<file path="src/rtl/fp32_pkg.sv">
// Shared single-precision constants and the float_to_int FSM encoding.
`timescale 1ns/1ps
package fp32_pkg;

    localparam logic [7:0]  EXP_BIAS    = 8'd127;
    localparam logic [7:0]  EXP_SPECIAL = 8'd255;
    localparam logic [31:0] INT32_MAX   = 32'h7FFF_FFFF;
    localparam logic [31:0] INT32_MIN   = 32'h8000_0000;

    // Exponent breakpoints: right-shift window covers u=-1..23, left-shift u=24..30.
    localparam logic [7:0]  EXP_RSH_LO  = EXP_BIAS - 8'd1;
    localparam logic [7:0]  EXP_RSH_HI  = EXP_BIAS + 8'd23;
    localparam logic [7:0]  EXP_LSH_HI  = EXP_BIAS + 8'd30;
    localparam logic [7:0]  EXP_SAT     = EXP_BIAS + 8'd31;

    typedef enum logic [1:0] {
        ST_IDLE  = 2'd0,
        ST_ALIGN = 2'd1,
        ST_ROUND = 2'd2,
        ST_PACK  = 2'd3
    } fti_state_t;

endpackage

</file>
<file path="src/rtl/fti_align_shifter.sv">
// Aligns the 24-bit significand to an integer part plus guard/sticky bits
// according to the unbiased exponent u = e - 127.
`timescale 1ns/1ps
module fti_align_shifter
    import fp32_pkg::*;
(
    input  logic [23:0] m,
    input  logic [7:0]  e,
    output logic [31:0] int_part,
    output logic        guard,
    output logic        sticky
);

    logic [55:0] wide;
    logic [7:0]  rsh;
    logic [7:0]  lsh;

    always_comb begin
        int_part = '0;
        guard    = 1'b0;
        sticky   = 1'b0;
        wide     = '0;
        rsh      = '0;
        lsh      = '0;
        if (e >= EXP_RSH_LO && e <= EXP_RSH_HI) begin
            // Fraction bits land in wide[23:0]; bit 23 is guard, the rest sticky.
            rsh      = EXP_RSH_HI - e;
            wide     = {8'b0, m, 24'b0} >> rsh;
            int_part = wide[55:24];
            guard    = wide[23];
            sticky   = |wide[22:0];
        end else if (e > EXP_RSH_HI && e <= EXP_LSH_HI) begin
            lsh      = e - EXP_RSH_HI;
            int_part = {8'b0, m} << lsh;
        end else if (e < EXP_RSH_LO) begin
            sticky   = |m;
        end
    end

endmodule

</file>
<file path="src/rtl/float_to_int.sv">
// Four-cycle IEEE 754 single-precision to int32 converter, round to nearest
// even, with saturation and invalid/inexact flags.
`timescale 1ns/1ps
module float_to_int
    import fp32_pkg::*;
#(
    parameter int LATENCY = 4
) (
    input  logic        clk,
    input  logic        rst_n,
    input  logic        start,
    input  logic [31:0] a,
    output logic        busy,
    output logic [31:0] result,
    output logic        invalid,
    output logic        inexact,
    output logic        done
);

    generate
        if (LATENCY != 4) begin : g_bad_latency
            $error("float_to_int supports only LATENCY=4");
        end
    endgenerate

    fti_state_t  state_reg;
    logic        sign_reg;
    logic [7:0]  exp_reg;
    logic [23:0] man_reg;
    logic [31:0] int_reg;
    logic        guard_reg;
    logic        sticky_reg;
    logic [31:0] mag_reg;
    logic        inexact_pend_reg;

    logic [31:0] shift_int;
    logic        shift_guard;
    logic        shift_sticky;
    logic        round_up;
    logic [31:0] pack_result;
    logic        pack_invalid;
    logic        pack_inexact;

    fti_align_shifter u_align (
        .m        (man_reg),
        .e        (exp_reg),
        .int_part (shift_int),
        .guard    (shift_guard),
        .sticky   (shift_sticky)
    );

    assign busy     = (state_reg != ST_IDLE);
    assign round_up = guard_reg & (sticky_reg | int_reg[0]);

    always_comb begin
        pack_result  = sign_reg ? (~mag_reg + 32'd1) : mag_reg;
        pack_invalid = 1'b0;
        pack_inexact = inexact_pend_reg;
        if (exp_reg == EXP_SPECIAL) begin
            pack_invalid = 1'b1;
            pack_inexact = 1'b0;
            pack_result  = (sign_reg && man_reg[22:0] == 23'd0) ? INT32_MIN : INT32_MAX;
        end else if (exp_reg >= EXP_SAT) begin
            // -2^31 is exactly representable, so it alone is not an overflow.
            pack_inexact = 1'b0;
            pack_result  = sign_reg ? INT32_MIN : INT32_MAX;
            pack_invalid = !(sign_reg && exp_reg == EXP_SAT && man_reg[22:0] == 23'd0);
        end
    end

    always_ff @(posedge clk or negedge rst_n) begin
        if (!rst_n) begin
            state_reg        <= ST_IDLE;
            sign_reg         <= 1'b0;
            exp_reg          <= '0;
            man_reg          <= '0;
            int_reg          <= '0;
            guard_reg        <= 1'b0;
            sticky_reg       <= 1'b0;
            mag_reg          <= '0;
            inexact_pend_reg <= 1'b0;
            result           <= '0;
            invalid          <= 1'b0;
            inexact          <= 1'b0;
            done             <= 1'b0;
        end else begin
            done <= 1'b0;
            case (state_reg)
                ST_IDLE: begin
                    if (start) begin
                        sign_reg  <= a[31];
                        exp_reg   <= a[30:23];
                        man_reg   <= {|a[30:23], a[22:0]};
                        state_reg <= ST_ALIGN;
                    end
                end
                ST_ALIGN: begin
                    int_reg    <= shift_int;
                    guard_reg  <= shift_guard;
                    sticky_reg <= shift_sticky;
                    state_reg  <= ST_ROUND;
                end
                ST_ROUND: begin
                    mag_reg          <= int_reg + {31'd0, round_up};
                    inexact_pend_reg <= guard_reg | sticky_reg;
                    state_reg        <= ST_PACK;
                end
                ST_PACK: begin
                    result    <= pack_result;
                    invalid   <= pack_invalid;
                    inexact   <= pack_inexact;
                    done      <= 1'b1;
                    state_reg <= ST_IDLE;
                end
                default: state_reg <= ST_IDLE;
            endcase
        end
    end

endmodule

</file>
<file path="config.mk">
export PLATFORM = sky130hd
export DESIGN_NAME = float_to_int
export DESIGN_NICKNAME = d
export VERILOG_FILES = /design/src/rtl/fp32_pkg.sv /design/src/rtl/fti_align_shifter.sv /design/src/rtl/float_to_int.sv
export SDC_FILE = /design/constraint.sdc
export NUM_CORES = 1
export LEC_CHECK = 0
export CORE_MARGIN = 2
export CORE_UTILIZATION = 33
export DETAILED_ROUTE_END_ITERATION = 16
export SYNTH_ARGS = -nofsm -noshare
export SYNTH_HDL_FRONTEND = slang
export SYNTH_HIERARCHICAL = 1
export SYNTH_SLANG_ARGS = --single-unit
export TNS_END_PERCENT = 100
</file>
<file path="constraint.sdc">
create_clock -name clk -period 4.55 [get_ports clk]
set_clock_uncertainty 0.05 [all_clocks]
set_input_delay 1.1375 -clock clk [delete_from_list [all_inputs] [get_ports clk]]
set_output_delay 1.1375 -clock clk [all_outputs]
set_load 0.05 [all_outputs]
</file>
==> reports/metrics.cfg, run 1 <==
[clock_tree]
hold_buffers=0
clkSlewWorstSetupHoldPaths_ns=0.06
cts.path.max_buffers=2
cts_root_buf=clkbuf_16
cts_sinks=137
cts_tree=built
post_cts_buffers=0
numCtsBuffers=17
clock_latency_ns=0.44
htreeDepth=4
postCtsResizedCells=0

[worst_setup_path]
crit_arrival_ns=4.09
cpMostUsedCell=nor3_1
crit_chain=ha_1 > nor2b_1 > nor3_1 > nor2_1 > buf_4 > nand2_1 > nor3_1 > mux2i_1 > o22ai_1 > mux2_2
path_delay_family=simple AND/OR/NAND/NOR gates
critPathBufInv=1
worst_setup_path_end_kind=register
startpoint_type=register
crit_slowest_cell=dfrtp_1
max_stage_delay_ns=0.73
worstPathRequired_ns=4.87
crit_type=reg2reg
cp_max_fo=12
r2r_setup_slack_ns=0.78

[logic_synthesis]
synth.area.top_cells=dfrtp_1 32%, mux2_2 11%, mux2i_1 5.8%
syn_inst=1179
synth.area.mux_share=0.218
async_reset_ff_frac=1.00
synthesis.area_um2=10600
synth_cell_type_count=79
synth_compound_area_frac=0.181
ys_seq_area_frac=0.325
yosysWarningCount=6
ys_ff_latch=137
yosys.area.top_type=dfrtp_1
synth-edff-count=0
synth_top_family_by_area=multiplexers
synth_area_per_cell_um2=8.95
synthesis.nets=1228
synth_xor_area_frac=0.0398
synthSimpleGateAreaFrac=0.176
synth_fa_ha_area_frac=0.0166
netlist.area_leader.share=0.325
ys.flop_type=dfrtp_1

[hold_path]
min_path_type=reg2reg

[sta]
relSlewSlack=0.228
slew_violations=0
setup-violations-final=0
hold_viol_final=0
worstMarginPinSlew_ns=1.16
fmax_mhz=265
finalCritPeriodShare=0.828
tns_ns=0
rsz0062_at_grt=false
layout_min_cycle_time_ns=3.77
timing.final.ws_setup_ns=0.780

[cells_and_area]
fillCellCount=3214
diodes=0
nNetsFinal=1260
layout-drive-gt1-share=0.164
area_growth_pct=15.3
most-common-layout-cells=136 x nor2_1, 136 x dfrtp_1, 101 x mux2_2

[grt]
grt_pass1_wl_mm=50.2
grt_pass1_vias=8855
grt_use_total=0.188
grt_max_degree=80
grt_overflow=0
antenna_found_initial=0

[die]
die-width_um=183
die_h_um=183
die-area_um2=33400
start_util=0.334
pin_count=71
core_um2=31600
num_rows=65

[placed_design]
place.gp.congestion=1.00
dp_slack_ns=0.886
dp_hpwl_mm=22.6
io_buffers=70

[outcome]
outcome=finished clean

[drt]
vias_per_cell=5.88
wl_per_cell_um=19.3
finalWirelength_mm=31.3
num_vias=9551
antenna_left=0
drc_errors=0
drt-initial-drc-count=848
dr.pass1.iters=5

[run]
drv_cap=0

-- metal layers --
layer,GRT usage,wire [um],up-vias
met5,0,0,-
met4,0.0672,851,0
met3,0.0310,1960,59
met2,0.287,13700,399
met1,0.269,14800,4631
li1,-,-,4462
-- worst paths after layout --
kind | to | cells past startpoint | from
min in group asynchronous | result[5]$_DFFE_PN0P_ | 1 | rst_n
max | int_reg[5]$_DFFE_PN0N_ | 10 | exp_reg[2]$_DFFE_PN0P_
min | result[7]$_DFFE_PN0P_ | 1 | result[7]$_DFFE_PN0P_
max in group asynchronous | int_reg[30]$_DFFE_PN0N_ | 2 | rst_n
min reg2reg | result[7]$_DFFE_PN0P_ | 1 | result[7]$_DFFE_PN0P_
max reg2reg | int_reg[5]$_DFFE_PN0N_ | 10 | exp_reg[2]$_DFFE_PN0P_
-- logic make-up (layout without fill, tap and decap cells) --
logic type | Yosys count | count (layout)
buf+inv | 103 | 147
flops | 137 | 137
compound gates | 301 | 301
simple gates | 391 | 391
fa+ha+maj | 14 | 14
xor+xnor | 45 | 45
mux | 188 | 188
-- cells in the mapped netlist, types with 18 or more instances --
| cell | number |
|---|---|
| nand2_1 | 83 |
| a31oi_1 | 18 |
| buf_2 | 20 |
| clkbuf_1 | 53 |
| mux2_2 | 101 |
| o21ai_0 | 68 |
| a21oi_1 | 97 |
| mux2i_1 | 61 |
| dfrtp_1 | 137 |
| mux4_2 | 23 |
| o22ai_1 | 18 |
| inv_1 | 18 |
| nor3_1 | 37 |
| nor2_1 | 136 |
| nand3_1 | 34 |
| nor4_1 | 24 |
| xnor2_1 | 23 |
| xor2_1 | 20 |
-- final cells by class --
type | count | area (um2) | area share
sequential | 137 | 3430 | 0.282
clock inverter | 12 | 119 | 0.00977
inverter | 21 | 78.8 | 0.00648
multi-input combinational | 939 | 6700 | 0.551
tap | 402 | 503 | 0.0414
timing repair buffer | 95 | 902 | 0.0742
clock buffer | 19 | 433 | 0.0356
-- metrics by stage --
| stage | std cells | utilization | instance area, um2 | hold WS [ns] |
|---|---|---|---|---|
| 6_report | 1625 | 0.385 | 12200 | 0.441 |
| 5_1_grt | 1625 | 0.385 | 12200 | 0.457 |
| 4_1_cts | 1625 | 0.385 | 12200 | 0.445 |
| 3_5_place_dp | 1594 | 0.368 | 11600 | 0.430 |
| 3_3_place_gp | 1594 | 0.368 | 11600 | 0.423 |
| 2_1_floorplan | 1179 | - | 10600 | 0.406 |
Power of run 1 is not shown: default switching activity piles up to over one toggle a cycle in this logic, so the estimate is an artifact.
==> inputs of run 2 (changes only) <==
==> constraint.sdc (replaced) <==
create_clock -name clk -period 3.07 [get_ports clk]
set_clock_uncertainty 0.05 [all_clocks]
set_input_delay 0.7675 -clock clk [delete_from_list [all_inputs] [get_ports clk]]
set_output_delay 0.7675 -clock clk [all_outputs]
set_load 0.05 [all_outputs]
==> reports/metrics.cfg, run 2 (synthesis gave the netlist of run 1 again) <==
[clock_tree]
clock_latency_ns=0.44  ; about the same
numCtsBuffers=17  ; unchanged
cts_tree=built  ; unchanged
cts_root_buf=clkbuf_16  ; unchanged
cts.path.max_buffers=2  ; unchanged
cts_sinks=137  ; unchanged
clkSlewWorstSetupHoldPaths_ns=0.07  ; was 0.06 ns
htreeDepth=4  ; unchanged

[sta]
worstMarginPinSlew_ns=0.762  ; was 1.16 ns
hold_ws_ns=0.234  ; was 0.441 ns
layout_min_cycle_time_ns=3.08  ; was 3.77 ns
setup-violations-final=1  ; was 0
slew_violations=0  ; unchanged
rsz0062_at_grt=true  ; was false
fmax_mhz=324  ; was 265 MHz
relSlewSlack=0.490  ; was 0.228
hold_viol_final=0  ; unchanged
tns_ns=-0.0133  ; was 0 ns
finalCritPeriodShare=1.00  ; was 0.828
timing.final.ws_setup_ns=-0.0133  ; was 0.780 ns

[die]
num_rows=65  ; unchanged
die_h_um=183  ; unchanged
die-area_um2=33400  ; unchanged
die-width_um=183  ; unchanged
start_util=0.334  ; unchanged
core_um2=31600  ; unchanged
pin_count=71  ; unchanged

[outcome]
violations=setup timing
outcome=complete, but fails checks  ; was finished clean

[cells_and_area]
diodes=0  ; unchanged
layout-drive-gt1-share=0.235  ; was 0.164
multi_input_area_um2=6820  ; was 6700 um2
final-seq-area_um2=3430  ; about the same
most-common-layout-cells=135 x dfrtp_1, 134 x nor2_1, 104 x buf_4  ; was 136 x nor2_1, 136 x dfrtp_1, 101 x mux2_2
area_growth_pct=23.4  ; was 15.3%
final_common_cell=dfrtp_1
nNetsFinal=1347  ; was 1,260
fillCellCount=3117  ; was 3,214

[drt]
drt-initial-drc-count=884  ; was 848
wl_met3_mm=1.90  ; was 1.96 mm
route.met2.wl_mm=15.6  ; was 13.7 mm
num_vias=9750  ; was 9,551
met1Wirelength_mm=15.1  ; was 14.8 mm
drc_errors=0  ; unchanged
vias_per_cell=5.69  ; was 5.88
highest_layer=met4  ; unchanged
dr.pass1.iters=5  ; unchanged
antenna_left=0  ; unchanged
finalWirelength_mm=33.3  ; was 31.3 mm
wl_per_cell_um=19.4  ; was 19.3 um

[grt]
grt_use_total=0.202  ; was 0.188
grt_pass1_vias=9398  ; was 8,855
grt_pass1_wl_mm=53.2  ; was 50.2 mm
antenna_found_initial=0  ; unchanged
grt_max_degree=59  ; was 80
grt_overflow=0  ; unchanged

[placed_design]
place.gp.congestion=0.953  ; was 1.00
io_buffers=70  ; unchanged
dp_hpwl_mm=24.7  ; was 22.6 mm

[worst_setup_path]
worst_setup_path_end_kind=register  ; unchanged
cp_max_fo=7  ; was 12
startpoint_type=register  ; unchanged
worstPathRequired_ns=3.35  ; was 4.87 ns
crit_arrival_ns=3.36  ; was 4.09 ns
crit_type=reg2reg  ; unchanged
r2r_cells=12  ; was 10

[run]
drv_cap=0  ; unchanged

[hold_path]
min_path_type=in2async  ; was reg2reg

[run 2: changes by cell type in the layout (fill, tap and decap cells not counted), moves of 3 or more]
cell / before / now
mux2_2: 101 / 94
mux2_4: 1 / 8
buf_6: 1 / 4
buf_12: 1 / 5
clkinv_4: 4 / 0
clkbuf_8: 0 / 4
mux2i_2: 0 / 6
buf_4: 24 / 104
mux2i_1: 61 / 54
[run 2: area by class of cell]
cell class	count	area share
multi-input combinational	939	0.524
inverter	21	0.00673
tap	402	0.0386
clock buffer	21	0.0369
clock inverter	11	0.00653
timing repair buffer	182	0.124
sequential	137	0.264
[run 2: path summary, 6_finish.rpt]
path | startpoint | slack (ns) | endpoint
worst max-delay path | exp_reg[0]$_DFFE_PN0P_ | -0.01 | sticky_reg$_DFFE_PN0N_
worst min-delay path | rst_n | 0.23 | result[2]$_DFFE_PN0P_
worst max register to register | exp_reg[0]$_DFFE_PN0P_ | -0.01 | sticky_reg$_DFFE_PN0N_
worst min register to register | result[14]$_DFFE_PN0P_ | 0.44 | result[14]$_DFFE_PN0P_
max in group asynchronous | rst_n | 1.95 | result[15]$_DFFE_PN0P_
min in group clk | result[14]$_DFFE_PN0P_ | 0.44 | result[14]$_DFFE_PN0P_
[run 2: repair_timing]
item	4_1_cts	5_1_grt
hold buffers	0	0
pin swaps	1	3
endpoints found under the setup margin	2	17
gates resized for setup	8	17
buffers inserted	2	2
[run 2: worst max-delay path, stage by stage, from the launching register on]
cell and delay (ns):
dfrtp_2 0.40, buf_6 0.13, inv_8 0.03, ha_4 0.36, buf_12 0.13, mux2i_1 0.38, mux2_2 0.23, o21ai_0 0.16
o211ai_1 0.33, nand4_1 0.13, nor4_1 0.26, o211ai_1 0.12, mux2_2 0.27
[run 2: per-layer routing]
layer / vias to the layer above / GRT usage
met2: 356 / 0.331
li1: 4636 / -
met4: 0 / 0.0592
met1: 4710 / 0.271
met5: - / 0
met3: 48 / 0.0377
[run 2: through the flow]
step	worst slack [ns]	util	cell area [um2]	cells
global route	-0.109	0.413	13000	1713
floorplan	-0.158	-	10700	1179
CTS	0.00827	0.410	12900	1711
finish	-0.0133	0.413	13000	1713
global placement	-0.161	0.390	12300	1677
detailed placement	-0.134	0.390	12300	1677
Power of run 2 is left out for the same reason.
==> inputs of run 3 (changes only) <==
--- a/config.mk
+++ b/config.mk
@@ -7,7 +7,9 @@
 export LEC_CHECK = 0
 export CORE_MARGIN = 2
 export CORE_UTILIZATION = 33
+export CTS_CLUSTER_DIAMETER = 120
 export DETAILED_ROUTE_END_ITERATION = 16
+export PLACE_DENSITY_LB_ADDON = 0.08
 export SYNTH_ARGS = -nofsm -noshare
 export SYNTH_HDL_FRONTEND = slang
 export SYNTH_HIERARCHICAL = 1
==> reports/metrics.cfg, run 3 (synthesis gave the netlist of run 1 again) <==
[outcome]
outcome=complete, but fails checks  ; unchanged
violations=setup timing  ; unchanged

[sta]
hold_viol_final=0  ; unchanged
relSlewSlack=0.476  ; was 0.490
setup-violations-final=1  ; unchanged
rsz0062_at_grt=true  ; unchanged
slew_violations=0  ; unchanged
timing.final.ws_setup_ns=-0.0645  ; was -0.0133 ns
finalCritPeriodShare=1.02  ; was 1.00
worstMarginPinSlew_ns=0.783  ; was 0.762 ns
fmax_mhz=319  ; was 324 MHz
layout_min_cycle_time_ns=3.13  ; was 3.08 ns

[clock_tree]
hold_buffers=0  ; unchanged
htreeDepth=4  ; unchanged
cts_root_buf=clkbuf_16  ; unchanged
cts_tree=built  ; unchanged
cts_sinks=137  ; unchanged
numCtsBuffers=17  ; unchanged
cts.path.max_buffers=2  ; unchanged
clock_latency_ns=0.44  ; about the same
clkSlewWorstSetupHoldPaths_ns=0.07  ; about the same

[worst_setup_path]
max_stage_delay_ns=0.48  ; was 0.40 ns
crit_arrival_ns=3.41  ; was 3.36 ns
r2r-end=sticky_reg$_DFFE_PN0N_  ; unchanged
crit_chain=inv_8 > ha_4 > buf_12 > buf_4 > buf_12 > mux4_2 > mux2_2 > mux2_4 > o31a_1 > o2111ai_2 > o211ai_1 > mux2_4  ; was buf_6 > inv_8 > ha_4 > buf_12 > mux2i_1 > mux2_2 > o21ai_0 > o211ai_1 > nand4_1 > nor4_1 > o211ai_1 > mux2_2
crit_slowest_cell=dfrtp_2  ; unchanged
r2r_setup_slack_ns=-0.06  ; was -0.01 ns
crit_type=reg2reg  ; unchanged
endpoint=sticky_reg$_DFFE_PN0N_  ; unchanged
r2r_cells=12  ; unchanged
cp_max_fo=5  ; was 7
worstPathRequired_ns=3.35  ; about the same
worst_setup_path_end_kind=register  ; unchanged
startpoint_type=register  ; unchanged
startpoint=exp_reg[0]$_DFFE_PN0P_  ; unchanged
rr_startpoint=exp_reg[0]$_DFFE_PN0P_  ; unchanged

[cells_and_area]
layout-drive-gt1-share=0.256  ; was 0.235
most-common-layout-cells=136 x nor2_1, 135 x dfrtp_1, 135 x buf_4  ; was 135 x dfrtp_1, 134 x nor2_1, 104 x buf_4
final_common_cell=nor2_1  ; was dfrtp_1
area_growth_pct=27.0  ; was 23.4%
diodes=0  ; unchanged
nNetsFinal=1383  ; was 1,347

[die]
num_rows=65  ; unchanged
die-width_um=183  ; unchanged
die-area_um2=33400  ; unchanged
start_util=0.334  ; unchanged
core_um2=31600  ; unchanged
pin_count=71  ; unchanged
die_h_um=183  ; unchanged

[grt]
antenna_found_initial=0  ; unchanged
grt_max_degree=69  ; was 59
grt_overflow=0  ; unchanged
grt_pass1_wl_mm=57.8  ; was 53.2 mm
grt_use_total=0.225  ; was 0.202
grt_pass1_vias=9694  ; was 9,398

[drt]
dr.pass1.iters=5  ; unchanged
wl_per_cell_um=21.1  ; was 19.4 um
num_vias=10000  ; was 9,750
antenna_left=0  ; unchanged
drt-initial-drc-count=856  ; was 884
vias_per_cell=5.72  ; was 5.69
drc_errors=0  ; unchanged
finalWirelength_mm=36.9  ; was 33.3 mm

[placed_design]
place.gp.congestion=0.914  ; was 0.953
io_buffers=70  ; unchanged
dp_slack_ns=-0.114  ; was -0.134 ns
dp_hpwl_mm=28.3  ; was 24.7 mm

[hold_path]
min_path_type=in2async  ; unchanged

[run]
drv_cap=0  ; unchanged

==> run 3: layout make-up <==
class / instances / area (um2)
fillers: 3180 / 18200
multi-input cells: 939 / 6870
flip-flops and latches: 137 / 3430
repair buffers: 218 / 1920
well taps: 402 / 503
clock buffers: 19 / 453
clock inverters: 13 / 134
inverters: 21 / 88.8
==> run 3: critical path, delay by kind of cell, from the launching register on <==
| kind | cells | cell delay [ns] |
|---|---|---|
| buffers and inverters | 4 | 0.46 |
| AO/OA/AOI/OAI | 3 | 0.63 |
| adder cells (fa/ha/maj) | 1 | 0.21 |
| multiplexers | 4 | 1.18 |
| flip-flops | 1 | 0.48 |
==> run 3: per-stage QoR <==
stage	hold WS (ns)	utilization	area (um2)	instances	setup TNS, ns
3_3_place_gp	0.418	0.397	12500	1702	-0.308
5_1_grt	0.169	0.425	13400	1749	-0.194
6_report	0.166	0.425	13400	1749	-0.0645
4_1_cts	0.153	0.417	13200	1737	-0.0572
2_1_floorplan	0.406	-	10700	1179	-0.186
3_5_place_dp	0.423	0.397	12500	1702	-0.207
==> run 3: what timing repair did <==
| action | in CTS | in global routing |
|---|---|---|
| pin swaps | 1 | 9 |
| gates resized for setup | 5 | 35 |
| setup endpoints to repair | 3 | 16 |
| buffers inserted | 3 | 12 |
==> run 3: routing by layer <==
| layer | part of all wire | track usage | vias up |
|---|---|---|---|
| met4 | 0.024 | 0.0765 | 0 |
| met3 | 0.044 | 0.0306 | 46 |
| met2 | 0.44 | 0.344 | 299 |
| met1 | 0.49 | 0.326 | 4954 |
| met5 | 0 | 0 | - |
| li1 | - | - | 4710 |
==> run 3: how the worst min path moves through the flow <==
stage                                        from                       to  slack [ns]  depth (start not counted)
after detailed placement    result[6]$_DFFE_PN0P_    result[6]$_DFFE_PN0P_        0.42                          1
after floorplan           mag_reg[31]$_DFFE_PN0P_  mag_reg[31]$_DFFE_PN0P_        0.41                          2
after CTS                                   rst_n   sticky_reg$_DFFE_PN0N_        0.15                          1
final                                       rst_n   sticky_reg$_DFFE_PN0N_        0.17                          1
after global placement      result[6]$_DFFE_PN0P_    result[6]$_DFFE_PN0P_        0.42                          1
after global routing                        rst_n   sticky_reg$_DFFE_PN0N_        0.17                          1
Power of run 3 is left out for the same reason.
